File: config.mk
export PLATFORM = sky130hd
export DESIGN_NAME = eth_gmii_tx_mac
export DESIGN_NICKNAME = d
export VERILOG_FILES = /design/src/rtl/eth_pkg.sv /design/src/rtl/eth_crc32_d8.sv /design/src/rtl/eth_gmii_tx_mac.sv
export SDC_FILE = /design/constraint.sdc
export NUM_CORES = 1
export LEC_CHECK = 0
export ABC_CLOCK_PERIOD_IN_PS = 4400
export BUFFER_PORTS_ARGS = -buffer_cell sky130_fd_sc_hd__clkbuf_2
export CAP_MARGIN = 20
export CORE_MARGIN = 2
export CORE_UTILIZATION = 40
export DETAILED_ROUTE_END_ITERATION = 16
export GPL_TIMING_DRIVEN = 0
export PLACE_DENSITY_LB_ADDON = 0.2
export RECOVER_POWER = 25
export SYNTH_ARGS = -nofsm -noshare
export SYNTH_HDL_FRONTEND = slang
export SYNTH_SLANG_ARGS = --single-unit
File: constraint.sdc
create_clock -name clk -period 4.4 [get_ports clk]
set_clock_uncertainty 0.15 [all_clocks]
set_input_delay 0.44 -clock clk [delete_from_list [all_inputs] [get_ports clk]]
set_output_delay 0.44 -clock clk [all_outputs]
set_load 0.02 [all_outputs]
File: src/rtl/eth_pkg.sv
// eth_pkg: FSM states, frame constants and the byte-wide CRC-32 step shared by the GMII transmit MAC
package eth_pkg;
  typedef enum logic [3:0] {
    S_IDLE, S_PRE, S_SFD, S_HEAD, S_PAYLOAD, S_PAD, S_FCS, S_IFG, S_DRAIN
  } eth_state_t;
  localparam logic [7:0]  ETH_PREAMBLE  = 8'h55;
  localparam logic [7:0]  ETH_SFD       = 8'hD5;
  localparam logic [15:0] ETH_TPID_VLAN = 16'h8100;
  localparam logic [31:0] ETH_CRC_POLY  = 32'h04C11DB7;
  localparam logic [31:0] ETH_CRC_INIT  = 32'hFFFFFFFF;
  // one byte of the reflected CRC-32: data enters LSB first, so the polynomial is bit-reversed
  function automatic logic [31:0] crc32_byte(input logic [31:0] c, input logic [7:0] d);
    logic [31:0] p;
    logic [31:0] r;
    for (int i = 0; i < 32; i++) p[i] = ETH_CRC_POLY[31-i];
    r = c ^ {24'd0, d};
    for (int i = 0; i < 8; i++) r = r[0] ? ((r >> 1) ^ p) : (r >> 1);
    return r;
  endfunction
endpackage

File: src/rtl/eth_crc32_d8.sv
// eth_crc32_d8: byte-wide reflected CRC-32 register; clear loads the init value, en folds in one byte
module eth_crc32_d8
  import eth_pkg::*;
(
  input  logic        clk,
  input  logic        reset_n,
  input  logic        en,
  input  logic        clear,
  input  logic [7:0]  data,
  output logic [31:0] crc
);
  logic [31:0] r_crc;
  // clear has priority so a new frame always starts from the init value
  always_ff @(posedge clk or negedge reset_n) begin
    if (!reset_n) r_crc <= '0;
    else if (clear) r_crc <= ETH_CRC_INIT;
    else if (en) r_crc <= crc32_byte(r_crc, data);
  end
  assign crc = r_crc;
endmodule

File: src/rtl/eth_gmii_tx_mac.sv
// eth_gmii_tx_mac: GMII transmit MAC framing preamble/SFD, header, padded payload, FCS and IFG.
// Define ETH_TX_VLAN_EN to add the vlan_tci port and an 802.1Q tag on every frame.
module eth_gmii_tx_mac
  import eth_pkg::*;
#(
  parameter int PREAMBLE_BYTES = 7,
  parameter int IFG_BYTES      = 12,
  parameter int MIN_FRAME      = 64,
  parameter int CNT_W          = 16
) (
  input  logic             clk,
  input  logic             reset_n,
  input  logic             tx_start,
  input  logic [47:0]      dmac,
  input  logic [47:0]      smac,
  input  logic [15:0]      ethertype,
`ifdef ETH_TX_VLAN_EN
  input  logic [15:0]      vlan_tci,
`endif
  input  logic [7:0]       s_tdata,
  input  logic             s_tvalid,
  input  logic             s_tlast,
  output logic             s_tready,
  output logic [7:0]       gmii_txd,
  output logic             gmii_tx_en,
  output logic             gmii_tx_er,
  output logic             tx_busy,
  output logic [CNT_W-1:0] frames_ok,
  output logic [CNT_W-1:0] underruns,
  output logic             underrun_flag,
  input  logic             clr_flag
);
`ifdef ETH_TX_VLAN_EN
  localparam int HL = 18;
`else
  localparam int HL = 14;
`endif
  localparam int HW = HL * 8;
  localparam logic [15:0] PRE_LAST  = 16'(PREAMBLE_BYTES - 2);
  localparam logic [15:0] HEAD_LAST = 16'(HL - 1);
  localparam logic [15:0] IFG_LAST  = 16'(IFG_BYTES - 1);
  localparam logic [15:0] BODY_MIN  = 16'(MIN_FRAME - 4);

  eth_state_t       r_state;
  logic [15:0]      r_cnt;
  logic [15:0]      r_pad_n;
  logic [HW-1:0]    r_hdr;
  logic [7:0]       r_txd;
  logic             r_tx_en;
  logic             r_tx_er;
  logic             r_flag;
  logic [CNT_W-1:0] r_ok;
  logic [CNT_W-1:0] r_urun;
  logic [HW-1:0]    w_hdr;
  logic             w_crc_en;
  logic             w_crc_clr;
  logic [7:0]       w_crc_d;
  logic [31:0]      w_crc;
  logic [31:0]      w_fcs;
  logic [15:0]      w_flen;

`ifdef ETH_TX_VLAN_EN
  assign w_hdr = {dmac, smac, ETH_TPID_VLAN, vlan_tci, ethertype};
`else
  assign w_hdr = {dmac, smac, ethertype};
`endif
  // bytes since DA including the payload byte being taken this cycle
  assign w_flen    = 16'(HL) + r_cnt + 16'd1;
  assign w_fcs     = ~w_crc;
  assign w_crc_clr = (r_state == S_IDLE) && tx_start;
  assign w_crc_en  = (r_state inside {S_HEAD, S_PAD}) || (r_state == S_PAYLOAD && s_tvalid);
  assign w_crc_d   = r_state == S_PAYLOAD ? s_tdata : (r_state == S_PAD ? 8'h00 : r_hdr[HW-1 -: 8]);

  eth_crc32_d8 u_crc (
    .clk    (clk),
    .reset_n(reset_n),
    .en     (w_crc_en),
    .clear  (w_crc_clr),
    .data   (w_crc_d),
    .crc    (w_crc)
  );

  // frame FSM: each cycle's byte is registered on the edge ending it; the accepting IDLE cycle issues preamble byte one
  always_ff @(posedge clk or negedge reset_n) begin
    if (!reset_n) begin
      r_state <= S_IDLE;
      r_cnt   <= '0;
      r_pad_n <= '0;
      r_hdr   <= '0;
      r_txd   <= '0;
      r_tx_en <= 1'b0;
      r_tx_er <= 1'b0;
      r_flag  <= 1'b0;
      r_ok    <= '0;
      r_urun  <= '0;
    end else begin
      r_txd   <= 8'h00;
      r_tx_en <= 1'b0;
      r_tx_er <= 1'b0;
      r_cnt   <= r_cnt + 16'd1;
      if (clr_flag) r_flag <= 1'b0;
      case (r_state)
        S_IDLE: begin
          r_cnt <= '0;
          if (tx_start) begin
            r_state <= PREAMBLE_BYTES == 1 ? S_SFD : S_PRE;
            r_hdr   <= w_hdr;
            r_txd   <= ETH_PREAMBLE;
            r_tx_en <= 1'b1;
          end
        end
        S_PRE: begin
          r_txd   <= ETH_PREAMBLE;
          r_tx_en <= 1'b1;
          if (r_cnt == PRE_LAST) begin
            r_state <= S_SFD;
            r_cnt   <= '0;
          end
        end
        S_SFD: begin
          r_txd   <= ETH_SFD;
          r_tx_en <= 1'b1;
          r_state <= S_HEAD;
          r_cnt   <= '0;
        end
        S_HEAD: begin
          r_txd   <= r_hdr[HW-1 -: 8];
          r_tx_en <= 1'b1;
          r_hdr   <= r_hdr << 8;
          if (r_cnt == HEAD_LAST) begin
            r_state <= S_PAYLOAD;
            r_cnt   <= '0;
          end
        end
        S_PAYLOAD: begin
          r_txd   <= s_tvalid ? s_tdata : 8'h00;
          r_tx_en <= 1'b1;
          r_tx_er <= !s_tvalid;
          if (!s_tvalid) begin
            r_state <= S_DRAIN;
            r_cnt   <= '0;
            r_urun  <= r_urun + CNT_W'(1);
            r_flag  <= 1'b1;
          end else if (s_tlast) begin
            r_state <= w_flen < BODY_MIN ? S_PAD : S_FCS;
            r_pad_n <= BODY_MIN - w_flen;
            r_cnt   <= '0;
          end
        end
        S_PAD: begin
          r_tx_en <= 1'b1;
          if (r_cnt == r_pad_n - 16'd1) begin
            r_state <= S_FCS;
            r_cnt   <= '0;
          end
        end
        S_FCS: begin
          r_txd   <= w_fcs[{r_cnt[1:0], 3'b000} +: 8];
          r_tx_en <= 1'b1;
          if (r_cnt == 16'd3) begin
            r_state <= S_IFG;
            r_cnt   <= '0;
            r_ok    <= r_ok + CNT_W'(1);
          end
        end
        S_IFG: begin
          if (r_cnt == IFG_LAST) begin
            r_state <= S_IDLE;
            r_cnt   <= '0;
          end
        end
        S_DRAIN: begin
          if (s_tvalid && s_tlast) begin
            r_state <= S_IFG;
            r_cnt   <= '0;
          end
        end
        default: begin
          r_state <= S_IDLE;
          r_cnt   <= '0;
        end
      endcase
    end
  end

  assign s_tready      = (r_state == S_PAYLOAD) || (r_state == S_DRAIN);
  assign tx_busy       = r_state != S_IDLE;
  assign gmii_txd      = r_txd;
  assign gmii_tx_en    = r_tx_en;
  assign gmii_tx_er    = r_tx_er;
  assign frames_ok     = r_ok;
  assign underruns     = r_urun;
  assign underrun_flag = r_flag;
endmodule

==> reports/metrics.cfg <==
[clock_network]
clock_latency_ns = 0.52
numCtsBuffers = 25
root_buffer = clkbuf_16
cts_sinks = 223
tritoncts = done
clkTransAtPathRegs_ns = 0.06
htreeDepth = 1
cts_buffer_depth = 3

[synth]
synth_cell_types = 69
synth-edff-count = 0
synthFlopType = dfrtp_1
ys_ff_latch = 223
synth_warnings = 0
syn_area_per_cell_um2 = 9.732
syn_nets = 1378
async_flop_share = 1.000
seq_area_frac_synth = 0.4606
syn_inst = 1245
synth_area_mm2 = 0.01212

[detailed_routing]
wl_per_cell_um = 17.83
vias = 9701
drt-initial-drc-count = 678
ant_nets = 0
viasPerCell = 5.216
dr.pass1.iters = 5
routed_wl_um = 33160
drc = 0

[floorplanning]
die_y_um = 178.0
initial_core_util = 0.4077
fp.dieW_um = 178.0
ios = 171
dieArea_mm2 = 0.03170
core_area_mm2 = 0.02972
num_rows = 63

[run]
maxCapViolCount = 1

[status]
violations = capacitance limit, slew limit
status = complete, but fails checks

[sta]
rsz0062_at_grt = false
hold_viol = 0
fin_crit_sh = 0.9061
setup_slack_ns = 0.4134
setup_viol = 0
fin_crit_ns = 3.987
fmax_mhz = 250.8
maxSlewHeadroom = -0.7501
report.final.slew_viol_count = 42
hold_ws_ns = 0.02636
worst_slew_pin_slew_ns = 2.625

[placement]
gp_congestion = 0.8839
dp_cells = 1807
place_ws_ns = -0.05736
io_buffer_count = 169
dp_hpwl_um = 24710
place_area_mm2 = 0.01353

[power]
power_frac_clock = 0.187
power.density_mw_per_mm2 = 767.9
power_frac_seq = 0.289
p_comb_frac = 0.524
p_int_mw = 6.451
swShare = 0.4164
p_leak_nw = 6.936
peakVddDrop_mv = 0.5252
p_sw_mw = 4.602

[setup_path]
crit_required_ns = 4.67
crit_top_cell = a2bb2oi_1
start_kind = register
crit_chain = clkbuf_2, buf_2, inv_1, ha_1, nor3b_1, clkbuf_1, nor2_1, a2bb2oi_1, nand4_1, or4b_1, a2bb2oi_1, a21oi_1
critical_path.max_stage_delay_ns = 0.62
cp.arrival_ns = 4.26
crit_type = reg -> reg
path_buf_inv = 4
cp-end-kind = register
path_delay_family = simple AND/OR/NAND/NOR gates
critPathMaxFanout = 10
cp_slowest_cell = or4b_1

[global_route]
grt_use_total = 0.2078
antenna_found_initial = 1
grt_max_degree = 105
grt_overflow_total = 0
grt_pass1_wl_um = 52640
grt_pass1_vias = 9659

[finish]
nFillCells = 2829
drive_above_1_share = 0.1770
final_cells = 1860
syn_to_final_growth_pct = 18.80
final_common_cell = dfrtp_1
fin_area_mm2 = 0.01440
layout.nets = 1583
layout_common_cells = dfrtp_1, nand2_1, clkbuf_2, o21ai_0, mux2i_1

[hold_path]
min_path_type = in -> reg

## Yosys cell counts, drive strengths merged, types with 3 or more instances
cell	n	share of area
xnor2	92	0.075
xor2	60	0.043
nand3	17	0.0070
nor3	30	0.013
ha	7	0.0072
mux2	3	0.0028
mux2i	106	0.088
nor2	81	0.025
a21oi	40	0.017
nand2	175	0.054
inv	16	0.0050
dfrtp	223	0.46
a221oi	4	0.0029
o32ai	3	0.0022
nor4	8	0.0041
o211ai	13	0.0081
or4	7	0.0050
nor3b	3	0.0023
and2	5	0.0026
and3	6	0.0031
buf	20	0.0076
a22oi	12	0.0083
nor2b	7	0.0036
clkbuf	63	0.020
or3	3	0.0015
or2	4	0.0021
mux4	8	0.015
nand2b	7	0.0036
o21ai	152	0.063
or3b	3	0.0022
a31oi	3	0.0015
a211oi	5	0.0031
nand4	23	0.012
## state kept, by name, summed over array words and instances (netlist names)
name and flops:
underrun_flag 1, gmii_txd 8, r_hdr 112, u_crc.crc 32
frames_ok 16, r_cnt 16, r_state 4, gmii_tx_er 1
underruns 16, gmii_tx_en 1, r_pad_n 16
## worst register-to-register path: stages (launching register included)
cell,delay (ns)
dfrtp_1,0.46
clkbuf_2,0.33
buf_2,0.37
inv_1,0.08
ha_1,0.29
nor3b_1,0.18
clkbuf_1,0.25
nor2_1,0.29
a2bb2oi_1,0.32
nand4_1,0.21
or4b_1,0.62
a2bb2oi_1,0.16
a21oi_1,0.18
## power groups by stage
stage	sequential, mW	combinational [mW]	clock [mW]
2_1_floorplan	3.16	4.43	0
3_3_place_gp	3.20	5.69	0
3_5_place_dp	3.22	5.77	0
4_1_cts	3.19	5.79	2.12
5_1_grt	3.27	6.39	2.20
6_report	3.20	5.79	2.07
## cell families (layout without fill, tap and decap cells)
group                      count (synthesis)  in the layout  synth area share
and+or+nand+nor                          387            387            0.1485
AOI/OAI and AO/OA                        258            258            0.1244
DFF                                      223            223            0.4606
xor gates and xnor gates                 154            154            0.1220
muxes                                    117            117            0.1052
buffers and inverters                     99            323           0.03212
adders and majority gates                  7              7          0.007228
other                                      0              1                 0
## per-stage QoR
step,power [mW],util,setup TNS (ns)
floorplan,7.595,-,0
detailed placement,8.982,0.4551,-0.1065
global placement,8.889,0.4526,-443.98
CTS,11.10,0.4846,0
finish,11.05,0.4844,0
global route,11.85,0.4843,0
## routing by layer
metal  global-route usage  wire [um]  vias up
met2               0.3343      15250      219
met3              0.03261       1844       36
li1                     -          -     4749
met1               0.2933      15440     4695
met5                    0          9        -
met4              0.05225        623        2
## what timing repair did
item / CTS / global route
hold endpoints to repair: 46 / 0
endpoints found under the setup margin: 2 / 4
buffers inserted: 0 / 0
pin swaps: 0 / 0
gates resized for setup: 1 / 2
hold buffers: 6 / 0
## worst paths after layout
check | startpoint | to | slack (ns) | cells after the start
max reg2reg | r_cnt[0] | r_state[0] | 0.41 | 12
max | r_cnt[0] | r_state[0] | 0.41 | 12
min in group asynchronous | reset_n | r_hdr[81] | 1.13 | 2
min | ethertype[3] | r_hdr[3] | 0.03 | 3
max in group asynchronous | reset_n | frames_ok[0] | 1.45 | 2
min reg2reg | frames_ok[15] | frames_ok[15] | 0.32 | 1
## cell type report
type	count	area (um2)	share of cell area
inverter	16	60.06	0.004172
clock buffer	35	723.2	0.05024
sequential	223	5580	0.3877
timing repair buffer	178	964.7	0.06701
antenna	1	2.502	0.0001738
buffer	83	331.6	0.02303
tap	390	488.0	0.03390
multi-input combinational	923	6153	0.4275
clock inverter	11	91.34	0.006345
No activity file was read; power rests on OpenSTA's default activity.
